===== config.mk =====
export PLATFORM = sky130hd
export DESIGN_NAME = ad9958_spi_master
export DESIGN_NICKNAME = d
export VERILOG_FILES = /design/src/rtl/ad9958_spi_master.sv
export SDC_FILE = /design/constraint.sdc
export NUM_CORES = 1
export LEC_CHECK = 0
export ABC_AREA = 1
export CAP_MARGIN = 15
export CORE_ASPECT_RATIO = 1.2
export CORE_MARGIN = 2
export CORE_UTILIZATION = 55
export CTS_CLUSTER_SIZE = 16
export DETAILED_ROUTE_END_ITERATION = 16
export PLACE_DENSITY = 0.82
export RECOVER_POWER = 25
export SLEW_MARGIN = 10
export SYNTH_ARGS = -nofsm -noshare
export SYNTH_HDL_FRONTEND = slang
export SYNTH_SLANG_ARGS = --single-unit

===== constraint.sdc =====
create_clock -name clock -period 3.1 [get_ports clock]
set_input_delay 0.465 -clock clock [delete_from_list [all_inputs] [get_ports clock]]
set_output_delay 0.465 -clock clock [all_outputs]
set_load 0.02 [all_outputs]

===== src/rtl/ad9958_spi_master.sv =====
// Quad-SDIO serial master for the AD9958 DDS: shifts up to eight payload bytes
// out MSB-nibble first, framed by chip select, with a fixed inter-transfer gap.
module ad9958_spi_master #(
    parameter int unsigned CLK_DIV = 2
) (
    input  logic        clock,
    input  logic        reset_n,
    input  logic        trigger,
    input  logic [4:0]  packs_to_send,
    input  logic [63:0] data_input,
    output logic        busy,
    output logic        cs_n,
    output logic        sclk,
    output logic [3:0]  sdio,
    output logic        sdio_oe
);

    localparam logic [7:0] DIV_RELOAD = 8'(CLK_DIV - 1);

    typedef enum logic [2:0] {
        IDLE     = 3'd0,
        SETUP    = 3'd1,
        SHIFT_HI = 3'd2,
        SHIFT_LO = 3'd3,
        GAP      = 3'd4
    } state_t;

    state_t      state_r;
    logic [7:0]  half_cnt_r;
    logic [4:0]  nib_left_r;
    logic [63:0] shift_r;
    logic [3:0]  n_bytes_s;
    logic [63:0] aligned_s;

    // Clamp the byte count and left-align the payload so the next nibble is always [63:60].
    always_comb begin
        n_bytes_s = 4'd0;
        aligned_s = 64'd0;
        if (packs_to_send > 5'd8) begin
            n_bytes_s = 4'd8;
        end else begin
            n_bytes_s = packs_to_send[3:0];
        end
        aligned_s = data_input << (7'd64 - {n_bytes_s, 3'b000});
    end

    // Transfer sequencer; every output is set on the edge that enters its state.
    always_ff @(posedge clock) begin
        if (!reset_n) begin
            state_r    <= IDLE;
            half_cnt_r <= 8'd0;
            nib_left_r <= 5'd0;
            shift_r    <= 64'd0;
            busy       <= 1'b0;
            cs_n       <= 1'b1;
            sclk       <= 1'b0;
            sdio       <= 4'd0;
            sdio_oe    <= 1'b0;
        end else begin
            case (state_r)
                IDLE: begin
                    if (trigger && (packs_to_send != 5'd0)) begin
                        state_r    <= SETUP;
                        half_cnt_r <= DIV_RELOAD;
                        nib_left_r <= {n_bytes_s, 1'b0};
                        shift_r    <= aligned_s;
                        busy       <= 1'b1;
                        cs_n       <= 1'b0;
                        sdio_oe    <= 1'b1;
                        sclk       <= 1'b0;
                        sdio       <= aligned_s[63:60];
                    end else begin
                        state_r <= IDLE;
                    end
                end
                SETUP: begin
                    if (half_cnt_r != 8'd0) begin
                        half_cnt_r <= half_cnt_r - 8'd1;
                    end else begin
                        state_r    <= SHIFT_HI;
                        half_cnt_r <= DIV_RELOAD;
                        sclk       <= 1'b1;
                    end
                end
                SHIFT_HI: begin
                    if (half_cnt_r != 8'd0) begin
                        half_cnt_r <= half_cnt_r - 8'd1;
                    end else begin
                        state_r    <= SHIFT_LO;
                        half_cnt_r <= DIV_RELOAD;
                        sclk       <= 1'b0;
                        nib_left_r <= nib_left_r - 5'd1;
                        shift_r    <= shift_r << 4;
                        // Data moves only on the falling edge; the last nibble is simply held.
                        if (nib_left_r > 5'd1) begin
                            sdio <= shift_r[59:56];
                        end else begin
                            sdio <= sdio;
                        end
                    end
                end
                SHIFT_LO: begin
                    if (half_cnt_r != 8'd0) begin
                        half_cnt_r <= half_cnt_r - 8'd1;
                    end else if (nib_left_r != 5'd0) begin
                        state_r    <= SHIFT_HI;
                        half_cnt_r <= DIV_RELOAD;
                        sclk       <= 1'b1;
                    end else begin
                        state_r    <= GAP;
                        half_cnt_r <= DIV_RELOAD;
                        cs_n       <= 1'b1;
                        sdio_oe    <= 1'b0;
                        sdio       <= 4'd0;
                    end
                end
                GAP: begin
                    if (half_cnt_r != 8'd0) begin
                        half_cnt_r <= half_cnt_r - 8'd1;
                    end else begin
                        state_r    <= IDLE;
                        half_cnt_r <= DIV_RELOAD;
                        busy       <= 1'b0;
                    end
                end
                default: begin
                    state_r    <= IDLE;
                    half_cnt_r <= 8'd0;
                    busy       <= 1'b0;
                    cs_n       <= 1'b1;
                    sclk       <= 1'b0;
                    sdio       <= 4'd0;
                    sdio_oe    <= 1'b0;
                end
            endcase
        end
    end

endmodule


==> results of run 1 <==
[metrics by stage]
stage               worst slack [ps]  utilization
detailed placement             264.8       0.6458
global placement               351.7       0.6458
global route                   316.6       0.6713
floorplan                      804.6            -
finish                         535.2       0.6713
CTS                            610.0       0.6734
[path summary, 6_finish.rpt]
check	startpoint	to	slack [ps]	cells after the start
max reg2reg	half_cnt_r[0]	shift_r[41]	970	9
min	sclk	sclk	470	2
max	packs_to_send[4]	shift_r[0]	540	10
min reg2reg	sclk	sclk	470	2
[kinds of logic after synthesis]
| group | synth area share |
|---|---|
| AND/OR/NAND/NOR | 0.2918 |
| XOR/XNOR | 0.01537 |
| adder cells (fa/ha/maj) | 0.01098 |
| AO/OA/AOI/OAI | 0.2600 |
| flip-flops | 0.2951 |
| buffers and inverters | 0.1267 |
[power by group through the flow]
stage	logic [mW]	registers (mW)	clock network, mW
finish	2.78	1.78	1.03
global route	3.13	1.83	1.09
CTS	2.80	1.77	1.03
detailed placement	2.78	1.79	0
global placement	2.76	1.78	0
floorplan	2.10	1.78	0
[routing by layer]
metal | track usage | vias up | wire length, µm
met5 | 0 | - | 0
met4 | 0.1399 | 0 | 621
met3 | 0.04524 | 48 | 1072
met2 | 0.5079 | 259 | 7774
met1 | 0.3612 | 2736 | 6719
li1 | - | 3102 | -
[critical path, stage by stage]
cell,delay (ps)
dlygate4sd3_1,650
nor2_4,200
o21ai_0,120
ha_1,310
xor2_2,220
nor2_4,250
inv_2,140
nor2_1,260
nand2_1,100
a21oi_1,120
[cell type report]
type                       count  area [µm²]
timing repair buffer          94       953.4
inverter                     102       385.4
multi-input combinational    659        3297
fill                         896        3307
clock inverter                 5       35.03
tap                          126       157.7
clock buffer                  11       242.7
sequential                    84        1682
[registers in the layout, summed over array words and instances, names as in the netlist]
| register | count |
|---|---|
| cs_n | 1 |
| state_r | 3 |
| nib_left_r | 5 |
| half_cnt_r | 8 |
| sclk | 1 |
| sdio_oe | 1 |
| shift_r | 60 |
| sdio | 4 |
| busy | 1 |
[placed cells by master, fill, tap and decap left out, drive strengths merged]
| cell | count |
|---|---|
| xor2 | 4 |
| nand3b | 2 |
| o21ai | 97 |
| ha | 5 |
| inv | 102 |
| a211oi | 3 |
| xnor2 | 3 |
| a21oi | 117 |
| nand4 | 2 |
| a31oi | 7 |
| or2 | 3 |
| o31ai | 4 |
| nand2 | 231 |
| nor2 | 46 |
| buf | 14 |
| clkinv | 4 |
| nor4 | 1 |
| nand3 | 88 |
| clkdlybuf4s50 | 69 |
| clkbuf | 12 |
| dfxtp | 84 |
| o211ai | 36 |
| clkinvlp | 1 |
| o22ai | 3 |
| dlygate4sd3 | 10 |
| nor3 | 7 |
==> impl_metrics.json, run 1 <==
{
  "io-pin-count": 80,
  "area_growth_pct": 18.51,
  "grt_setup_unrepaired": "false",
  "clk-insertion-delay-late_ps": 340,
  "leakage_nw": 3.148,
  "netlist_instances": 906,
  "arrival_ps": 2830,
  "avgViaCountPerCell": 5.685,
  "end_kind": "flip-flop",
  "core_mm2": 0.01006,
  "wl_per_cell_um": 14.97,
  "comb_power_share": 0.497,
  "num_antenna_cells": 0,
  "io_buffers": 79,
  "grt_max_degree": 78,
  "pwr-share-seq": 0.319,
  "tritoncts": "yes",
  "synth_warnings": 0,
  "htree_num_levels": 3,
  "synth-seq-cells": 84,
  "cts-root-buf": "clkbuf_16",
  "drcViolationCount": 0,
  "finalSetupTns_ps": 0,
  "ys_types": 40,
  "instances_no_fill": 1081,
  "synth_nets": 983,
  "postCtsSetupBuffers": 0,
  "dp_hpwl_mm": 11.61,
  "worst_pin_slew_ps": 778.0,
  "period_share": 0.8274,
  "critPathKind": "in2reg",
  "drtIter0Drc": 540,
  "maxCapViolCount": 0,
  "gp_congestion": 0.9806,
  "relSlewSlack": 0.4759,
  "worstPathRequired_ps": 3370,
  "startpoint_type": "input pin",
  "design_area_mm2": 0.006753,
  "yosysMostFrequentCell": "nand2_1",
  "vias": 6145,
  "p_sw_frac": 0.4465,
  "min_path_type": "reg2reg",
  "postCtsHoldBufs": 0,
  "ys_top_cells_by_area": "dfxtp_1, nand2_1, a21oi_1",
  "power_switching_mw": 2.496,
  "synth_top_area_cell": "dfxtp_1",
  "final_nets": 1027,
  "slew_viol_final": 0,
  "initial_core_util": 0.5664,
  "min_period_ps": 2565,
  "rows": 40,
  "clock_sinks": 84,
  "die_w_um": 96.92,
  "synth_top_area_frac": 0.2951,
  "setup_viol": 0,
  "synthArstFlopShare": 0,
  "power_density_mw_per_mm2": 827.6,
  "wirelength_mm": 16.19,
  "cts_resized": 0,
  "first_global_vias": 5621,
  "fin_skew_ps": 3.020,
  "antenna_left": 0,
  "clock_path_buffers": 2,
  "synth-edff-count": 0,
  "cts_buffers": 9,
  "whs_ps": 465.9,
  "die_area_mm2": 0.01119,
  "grt_pass1_wl_mm": 26.70,
  "die_y_um": 115.5,
  "dp_cells": 1065,
  "status": "finished clean",
  "p_int_mw": 3.093,
  "drive_above_1_share": 0.06387,
  "clock_power_share": 0.184,
  "avgSynthCellArea_um2": 6.289,
  "synth_area_mm2": 0.005698,
  "path_max_fanout": 10,
  "placed_area_mm2": 0.006496,
  "hold_viol": 0,
  "path_clk_slew_ps": 60,
  "first_pass_iters": 7,
  "seq_area_frac_synth": 0.2951,
  "yosys_most_used_dff": "dfxtp_1",
  "p_total_mw": 5.589,
  "vdd_drop_max_uv": 355.0,
  "fmax_ghz": 0.3899,
  "antenna_found_initial": 0,
  "grt_overflow": 0,
  "grt_usage": 0.2936,
  "synth_common_cells": "nand2_1, a21oi_1, o21ai_0, inv_1, nand3_1"
}
Note: power is estimated with default switching activity, not from simulation.
==> inputs of run 2 (changes only) <==
- clock period: 3.1 -> 2.36 ns (I/O delays scaled with it)
==> run 2 against run 1 <==
- clock-buffer cell count did not move
- sequential cell count did not move
- critical endpoint is now shift_r[57]
- largest power group unchanged
- combinational power rose by 39%
==> impl_metrics.json, run 2 (same netlist as run 1, synthesis figures left out) <==
{
  "status": "finished clean",
  "area_growth_pct": 23.91,
  "postCtsHoldBufs": 0,
  "drtIter0Drc": 507,
  "antenna_left": 0,
  "grt_pass1_wl_mm": 27.96,
  "antenna_found_initial": 0,
  "die_y_um": 115.5,
  "hold_depth": 2,
  "p_total_mw": 7.624,
  "fmax_ghz": 0.4585,
  "worst_pin_slew_ps": 531.6,
  "initial_core_util": 0.5664,
  "final_common_cell": "nand2_1",
  "biggestRegsByFlops": "shift_r x60, half_cnt_r x8, nib_left_r x5",
  "gp_congestion": 1.062,
  "clock_path_buffers": 2,
  "first_global_vias": 5931,
  "arrival_ps": 2410,
  "avgViaCountPerCell": 5.706,
  "regMostFlops": "shift_r",
  "clk-insertion-delay-late_ps": 340,
  "startpoint_type": "input pin",
  "path_clk_slew_ps": 60,
  "hold_viol": 0,
  "grt_setup_unrepaired": "false",
  "finalSetupTns_ps": 0,
  "finalCoreUtilization": 0.7019,
  "relSlewSlack": 0.6452,
  "vias": 6322,
  "fin_skew_ps": 6.814,
  "io_buffers": 79,
  "largest_register_ffs": 60,
  "wl_per_cell_um": 15.27,
  "wirelength_mm": 16.92,
  "power_density_mw_per_mm2": 1080,
  "drive_above_1_share": 0.09267,
  "path_max_fanout": 19,
  "clock_sinks": 84,
  "htree_num_levels": 3,
  "rows": 40,
  "most-common-layout-cells": "nand2_1, a21oi_1, o21ai_0",
  "dp_hpwl_mm": 12.41,
  "first_pass_iters": 6,
  "slew_viol_final": 0,
  "core_mm2": 0.01006,
  "worstRegToRegCells": 12,
  "min_period_ps": 2181,
  "drcViolationCount": 0,
  "num_antenna_cells": 0,
  "critPathKind": "in2reg",
  "min_path_type": "reg2reg",
  "die_w_um": 96.92,
  "final_nets": 1054,
  "grt_max_degree": 78,
  "worstPathRequired_ps": 2590,
  "io-pin-count": 80,
  "maxCapViolCount": 0,
  "grt_usage": 0.3057,
  "grt_overflow": 0,
  "postCtsSetupBuffers": 0,
  "cts_resized": 0,
  "leakage_nw": 3.306,
  "tritoncts": "yes",
  "cts_buffers": 9,
  "die_area_mm2": 0.01119,
  "end_kind": "flip-flop",
  "whs_ps": 469.2,
  "cts-root-buf": "clkbuf_16",
  "period_share": 0.9241,
  "vdd_drop_max_uv": 529.8,
  "setup_viol": 0,
  "placed_area_mm2": 0.006749,
  "design_area_mm2": 0.007061
}
-- run 2: changes by cell type in the layout (fill, tap and decap cells not counted), moves of 2 or more --
cell             before  now
buf_4                10   31
buf_12                4    9
clkbuf_1              1    4
o31ai_1               4    1
clkdlybuf4s50_1      69   71
dlygate4sd3_1        10    8
o31ai_2               0    2
-- run 2: layer usage --
metal	vias to the layer above	global-route usage	routed length (µm)	part of all wire
met5	-	0	0	0
met4	0	0.1784	815	0.048
met3	61	0.04041	1225	0.072
met2	281	0.5306	8109	0.48
met1	2822	0.3662	6766	0.40
li1	3158	-	-	-
-- run 2: cell type report --
cell class,count,area [µm²]
clock inverter,5,60.06
tap,126,157.7
timing repair buffer,121,1211
sequential,84,1682
multi-input combinational,659,3332
clock buffer,11,232.7
inverter,102,385.4
fill,863,2999
-- run 2: worst max-delay path: stages --
cell,delay [ps]
clkdlybuf4s50_1,440
inv_1,90
nand2_1,70
nor3_1,130
o21ai_0,100
ha_2,330
clkinv_1,110
buf_4,240
buf_4,160
nand2_1,50
nand2_1,60
nand2_1,60
nand3_1,80
nand2_1,80
inv_1,40
-- run 2: where the power goes --
| part | internal [mW] | total (mW) | switching (mW) |
|---|---|---|---|
| logic | 1.47 | 3.86 | 2.39 |
| clock network | 0.825 | 1.40 | 0.578 |
| registers | 2.01 | 2.36 | 0.348 |
| total | 4.31 | 7.62 | 3.31 |
-- run 2: path summary, 6_finish.rpt --
check | startpoint | end | slack [ps]
worst min-delay path | shift_r[3] | shift_r[3] | 470
worst max register to register | half_cnt_r[0] | shift_r[49] | 460
worst min register to register | shift_r[3] | shift_r[3] | 470
worst max-delay path | packs_to_send[1] | shift_r[57] | 180
-- run 2: metrics by stage --
| step | std cells | worst slack, ps |
|---|---|---|
| 2_1_floorplan | 906 | 175.6 |
| 3_3_place_gp | 1092 | -144.4 |
| 4_1_cts | 1108 | 131.6 |
| 5_1_grt | 1108 | 32.63 |
| 6_report | 1108 | 179.1 |
| 3_5_place_dp | 1092 | -222.7 |
